==> src/rtl/player_motion_ctrl.sv <==
// Per-player joystick integrator: once per video frame it moves each player,
// clamps to the play area and selects the facing/walking sprite for the renderer.
module player_motion_ctrl #(
  parameter int NPLAYERS = 2,
  parameter int COORD_W  = 10,
  parameter int STEP     = 1,
  parameter int X_MIN    = 0,
  parameter int X_MAX    = 768,
  parameter int Y_MIN    = 0,
  parameter int Y_MAX    = 568,
  parameter int INIT_X   = 400,
  parameter int INIT_DX  = 50,
  parameter int INIT_Y   = 300,
  parameter int ANIM_DIV = 8
) (
  input  logic                          clk,
  input  logic                          reset,
  input  logic                          eof,
  input  logic                          enable,
  input  logic [NPLAYERS-1:0]           key_up,
  input  logic [NPLAYERS-1:0]           key_down,
  input  logic [NPLAYERS-1:0]           key_left,
  input  logic [NPLAYERS-1:0]           key_right,
  output logic [NPLAYERS*COORD_W-1:0]   pos_x,
  output logic [NPLAYERS*COORD_W-1:0]   pos_y,
  output logic [NPLAYERS*3-1:0]         sprite_num,
  output logic [NPLAYERS-1:0]           moving
);

  typedef enum logic {IDLE, WALK} state_e;

  typedef enum logic [2:0] {
    FACE   = 3'd0,
    UP1    = 3'd1,
    UP2    = 3'd2,
    RIGHT1 = 3'd3,
    RIGHT2 = 3'd4,
    LEFT1  = 3'd5,
    LEFT2  = 3'd6
  } sprite_e;

  localparam int CNT_W = (ANIM_DIV > 1) ? $clog2(ANIM_DIV) : 1;
  localparam logic [CNT_W-1:0] CNT_LAST = CNT_W'(ANIM_DIV - 1);

  // Arithmetic is done one bit wider than a coordinate so nothing wraps.
  localparam logic [COORD_W:0] STEP_W  = (COORD_W+1)'(STEP);
  localparam logic [COORD_W:0] X_MIN_W = (COORD_W+1)'(X_MIN);
  localparam logic [COORD_W:0] X_MAX_W = (COORD_W+1)'(X_MAX);
  localparam logic [COORD_W:0] Y_MIN_W = (COORD_W+1)'(Y_MIN);
  localparam logic [COORD_W:0] Y_MAX_W = (COORD_W+1)'(Y_MAX);
  localparam logic [COORD_W:0] X_LO_W  = X_MIN_W + STEP_W;
  localparam logic [COORD_W:0] Y_LO_W  = Y_MIN_W + STEP_W;

  logic eof_d;
  logic eof_armed;
  logic tick;

  // eof_armed blocks a tick until eof has been seen low after reset, so an eof
  // level still high when reset releases is not mistaken for a new frame.
  // NOTE: sequential state uses non-blocking assignments so every register
  // samples pre-edge values regardless of the order the blocks are evaluated.
  always_ff @(posedge clk or posedge reset) begin
    if (reset) begin
      eof_d     <= 1'b0;
      eof_armed <= 1'b0;
    end else begin
      eof_d <= eof;
      if (!eof) eof_armed <= 1'b1;
    end
  end

  assign tick = eof & ~eof_d & eof_armed & enable;

  for (genvar i = 0; i < NPLAYERS; i++) begin : g_player
    logic [COORD_W-1:0] x_q, x_d, y_q, y_d;
    state_e             state_q, state_d;
    logic               phase_q, phase_d;
    logic [CNT_W-1:0]   cnt_q, cnt_d;
    sprite_e            facing_q, facing_d;
    sprite_e            sprite_q, sprite_d;
    logic               vert, horz;
    logic [COORD_W:0]   x_inc, x_dec, y_inc, y_dec;

    assign vert  = key_up[i] ^ key_down[i];
    assign horz  = key_left[i] ^ key_right[i];
    assign x_inc = {1'b0, x_q} + STEP_W;
    assign x_dec = {1'b0, x_q} - STEP_W;
    assign y_inc = {1'b0, y_q} + STEP_W;
    assign y_dec = {1'b0, y_q} - STEP_W;

    always_ff @(posedge clk or posedge reset) begin
      if (reset) begin
        x_q      <= COORD_W'(INIT_X + i * INIT_DX);
        y_q      <= COORD_W'(INIT_Y);
        state_q  <= IDLE;
        phase_q  <= 1'b0;
        cnt_q    <= '0;
        facing_q <= FACE;
        sprite_q <= FACE;
      end else begin
        x_q      <= x_d;
        y_q      <= y_d;
        state_q  <= state_d;
        phase_q  <= phase_d;
        cnt_q    <= cnt_d;
        facing_q <= facing_d;
        sprite_q <= sprite_d;
      end
    end

    // NOTE: every output of this block is assigned a hold value first, so no
    // path leaves a variable unassigned and no latch is inferred.
    always_comb begin
      x_d      = x_q;
      y_d      = y_q;
      state_d  = state_q;
      phase_d  = phase_q;
      cnt_d    = cnt_q;
      facing_d = facing_q;
      sprite_d = sprite_q;

      if (tick) begin
        if (vert) begin
          if (key_up[i]) y_d = ({1'b0, y_q} < Y_LO_W) ? COORD_W'(Y_MIN) : y_dec[COORD_W-1:0];
          else           y_d = (y_inc > Y_MAX_W)      ? COORD_W'(Y_MAX) : y_inc[COORD_W-1:0];
        end
        if (horz) begin
          if (key_left[i]) x_d = ({1'b0, x_q} < X_LO_W) ? COORD_W'(X_MIN) : x_dec[COORD_W-1:0];
          else             x_d = (x_inc > X_MAX_W)      ? COORD_W'(X_MAX) : x_inc[COORD_W-1:0];
        end

        if (vert || horz) begin
          state_d = WALK;
          if (cnt_q == CNT_LAST) begin
            cnt_d   = '0;
            phase_d = ~phase_q;
          end else begin
            cnt_d = cnt_q + 1'b1;
          end
          // Sprite uses the post-update phase; vertical wins over horizontal.
          if (vert && key_up[i]) begin
            sprite_d = phase_d ? UP2 : UP1;
            facing_d = UP1;
          end else if (vert) begin
            sprite_d = phase_d ? UP2 : FACE;
            facing_d = FACE;
          end else if (key_left[i]) begin
            sprite_d = phase_d ? LEFT2 : LEFT1;
            facing_d = LEFT1;
          end else begin
            sprite_d = phase_d ? RIGHT2 : RIGHT1;
            facing_d = RIGHT1;
          end
        end else begin
          state_d  = IDLE;
          cnt_d    = '0;
          phase_d  = 1'b0;
          sprite_d = facing_q;
        end
      end
    end

    assign pos_x[i*COORD_W +: COORD_W] = x_q;
    assign pos_y[i*COORD_W +: COORD_W] = y_q;
    assign sprite_num[3*i +: 3]        = sprite_q;
    assign moving[i]                   = (state_q == WALK);
  end

endmodule

==> config.mk <==
export PLATFORM = sky130hd
export DESIGN_NAME = player_motion_ctrl
export DESIGN_NICKNAME = d
export VERILOG_FILES = /design/src/rtl/player_motion_ctrl.sv
export SDC_FILE = /design/constraint.sdc
export NUM_CORES = 1
export LEC_CHECK = 0
export ABC_AREA = 1
export CORE_ASPECT_RATIO = 0.9
export CORE_MARGIN = 4
export CORE_UTILIZATION = 57
export CTS_CLUSTER_DIAMETER = 40
export DETAILED_ROUTE_END_ITERATION = 6
export PLACE_DENSITY = 0.85
export SETUP_SLACK_MARGIN = 0.4
export SYNTH_ARGS = -nofsm -noshare
export SYNTH_HDL_FRONTEND = slang
export SYNTH_SLANG_ARGS = --single-unit
==> constraint.sdc <==
create_clock -name clk -period 2.7 [get_ports clk]
set_clock_uncertainty 0.1 [all_clocks]
set_input_delay 0.54 -clock clk [delete_from_list [all_inputs] [get_ports clk]]
set_output_delay 0.54 -clock clk [all_outputs]
set_load 0.1 [all_outputs]
==> reports/results.ini <==
[layout]
stdcell_area_um2 = 5950
fill_cells = 724
drive_gt1_share_pct = 20.6
utilization_pct = 69.8
antenna_cells = 0
layout.nets = 817
stdcell_count = 911
syn_to_final_growth_pct = 19.5

[timing]
setup_violations = 0
layout_min_cycle_time_ns = 2.23
slew_viol_final = 0
slew_headroom_pct = 77.1
setup_tns_ns = 0
fin_crit_sh_pct = 82.5
tightestPinTransition_ns = 0.341
hold_viol_final = 0
rsz0062_at_grt = yes
fmax_mhz = 449

[route]
detail-route-antenna-nets = 0
via_per_inst = 5.50
vias = 5006
dr.pass1.iters = 5
post-route-drc-count = 0
drt_iter0_markers = 260
totalWireLength_um = 12500
wl_per_cell_um = 13.7

[synth]
yosys_warnings = 0
syn-cell-area_um2 = 4980
synth_edf_count = 0
syn_area_per_cell_um2 = 6.98
synth_flop_cell = dfrtp_1
ys_ff_latch = 64
synthDominantCellAreaShare_pct = 24.6
async_reset_ff_share_pct = 100
syn-num-nets = 744
ys_types = 41
synthCells = 714
synth_area_leaders = dfrtp_1 (25%), nand2_1 (12%), dfstp_2 (7.9%), inv_1 (7.2%), nor2_1 (6.7%)
yosysTopAreaCell = dfrtp_1
seq_area_frac_synth_pct = 32.5

[worst_setup_path]
worstPathRequired_ns = 2.82
crit_arrival_ns = 2.35
crit_path_end_kind = flip-flop
path_class = flip-flop to flip-flop
worstPathMaxFanout = 8
start_kind = flip-flop

[worst_hold_path]
hold_path_class = input port to asynchronous set/reset pin

[grt]
antenna_found_initial = 0
grt_pass1_wl_um = 20700
groute.usage.overall_pct = 23.7
grt_remaining_overflow = 0
grt_pass1_vias = 4619
grt_max_degree = 57

[pwr]
power_density_nw_per_um2 = 1220
p_total_mw = 7.28
p_leak_nw = 3.02
ir_drop_v = 0.000871

[place]
gpl.final_weighted_congestion = 0.920
dp.cells = 890
dp_hpwl_um = 9080
place_area_um2 = 5650
port_buffers = 59

[clock_network]
clkSlewWorstSetupHoldPaths_ns = 0.07
cts_max_level = 3
clk_latency_ns = 0.34
hold_buffers = 0
clock-sinks = 64
clockBufferDepth = 2
clockRootBuffer = clkbuf_8
cts_tree = yes
cts_buffers = 9

[die]
core-area_um2 = 8530
die_y_um = 96.7
num_io_pins = 60
die_x_um = 107
initial_core_util_pct = 58.5
die_area_um2 = 10300
rows = 32

[outcome]
status = finished clean

[flow_run]
drv_cap = 0

==> placed cells by master (no fill, tap or decap), drive strengths merged, types with 2 or more instances in the layout <==
cell	synthesis	routed
a21boi	9	9
a21oi	39	39
a22o	2	2
a22oi	4	4
a31oi	4	4
buf	11	65
bufinv	0	2
clkbuf	3	11
clkdlybuf4s50	0	11
clkinv	1	2
clkinvlp	0	3
dfrtp	49	49
dfstp	15	15
ha	18	18
inv	102	101
nand2	168	168
nand3	59	59
nand3b	5	5
nand4	10	10
nor2	99	99
nor3	17	17
o211ai	2	2
o21a	4	4
o21ai	44	44
o21bai	2	2
o31ai	4	4
xnor2	6	6
xor2	33	33
==> worst paths after layout <==
check	from	endpoint	slack (ns)	depth (start not counted)
worst max-delay path	g_player[1].x_q[1]	g_player[1].x_q[0]	0.47	12
max in group asynchronous	reset	g_player[1].x_q[8]	1.55	3
worst min register to register	g_player[0].y_q[8]	g_player[0].y_q[8]	0.38	2
worst max register to register	g_player[1].x_q[1]	g_player[1].x_q[0]	0.47	12
worst min-delay path	reset	g_player[0].y_q[6]	0.35	2
min in group clk	g_player[0].y_q[8]	g_player[0].y_q[8]	0.38	2
==> stage by stage <==
stage / hold WS (ns) / worst slack [ns]
floorplan: 0.347 / 0.349
global placement: 0.361 / 0.197
detailed placement: 0.370 / 0.107
CTS: 0.338 / 0.474
global route: 0.354 / 0.318
finish: 0.346 / 0.472
==> cell type report <==
cell class / count / area [um^2] / area share [%]
Sequential cell: 64 / 1640 / 27.6
Timing Repair Buffer: 76 / 623 / 10.5
Multi-Input combinational cell: 533 / 2930 / 49.1
Tap cell: 119 / 149 / 2.50
Clock inverter: 5 / 80.1 / 1.34
Inverter: 103 / 393 / 6.60
Clock buffer: 11 / 141 / 2.37
==> worst max-delay path: stages (launching register included) <==
cell	delay, ns
dfstp_4	0.65
ha_2	0.21
nand3_2	0.12
nor2_1	0.10
nand2_1	0.09
o21ai_0	0.15
o21ai_0	0.13
nor2_1	0.14
nand2_2	0.14
nand2_1	0.09
nand2_1	0.06
nand2_1	0.07
nand2_1	0.06
==> cell families (layout without fill, tap and decap cells) <==
family	after synthesis	after routing	share of synthesized area [%]
compound gates	116	116	13.8
xor+xnor	39	39	6.85
fa+ha+maj	18	18	4.52
buf+inv	117	195	9.24
flops	64	64	32.5
mux	1	1	0.226
simple gates	359	359	32.9
==> metal layers <==
metal | wire [um] | global-route usage, % | share of wire (%)
met1 | 5340 | 31.8 | 43
met2 | 6100 | 39.7 | 49
met3 | 907 | 4.40 | 7.3
met4 | 157 | 5.21 | 1.3
met5 | 0 | 0 | 0
==> state kept, by name, indices dropped and copies added, names as in the netlist <==
| signal | flops |
|---|---|
| g_player.x_q | 20 |
| g_player.y_q | 20 |
| g_player.facing_q | 6 |
| g_player.phase_q | 2 |
| g_player.state_q | 2 |
| g_player.sprite_q | 6 |
| g_player.cnt_q | 6 |
| eof_d | 1 |
| eof_armed | 1 |
==> cells in the mapped netlist, drive strengths merged (6+ instances only) <==
library cell and number:
inv 102, xnor2 6, nand2 168, ha 18, a21oi 39, o21ai 44, nor2 99, dfstp 15
a21boi 9, xor2 33, nand3 59, dfrtp 49, nor3 17, nand4 10, buf 11
==> timing repair <==
item | 4_1_cts | 5_1_grt
resized for setup | 0 | 9
setup endpoints to repair | 0 | 8
setup buffers | 0 | 5
==> where the power goes <==
group          leakage [nW]  internal, mW  total [mW]  switching [mW]
registers             0.730          1.37        1.86           0.489
logic                  2.19          1.13        4.50            3.36
clock network         0.106         0.544       0.928           0.384
Note: power is estimated with default switching activity, not from simulation.
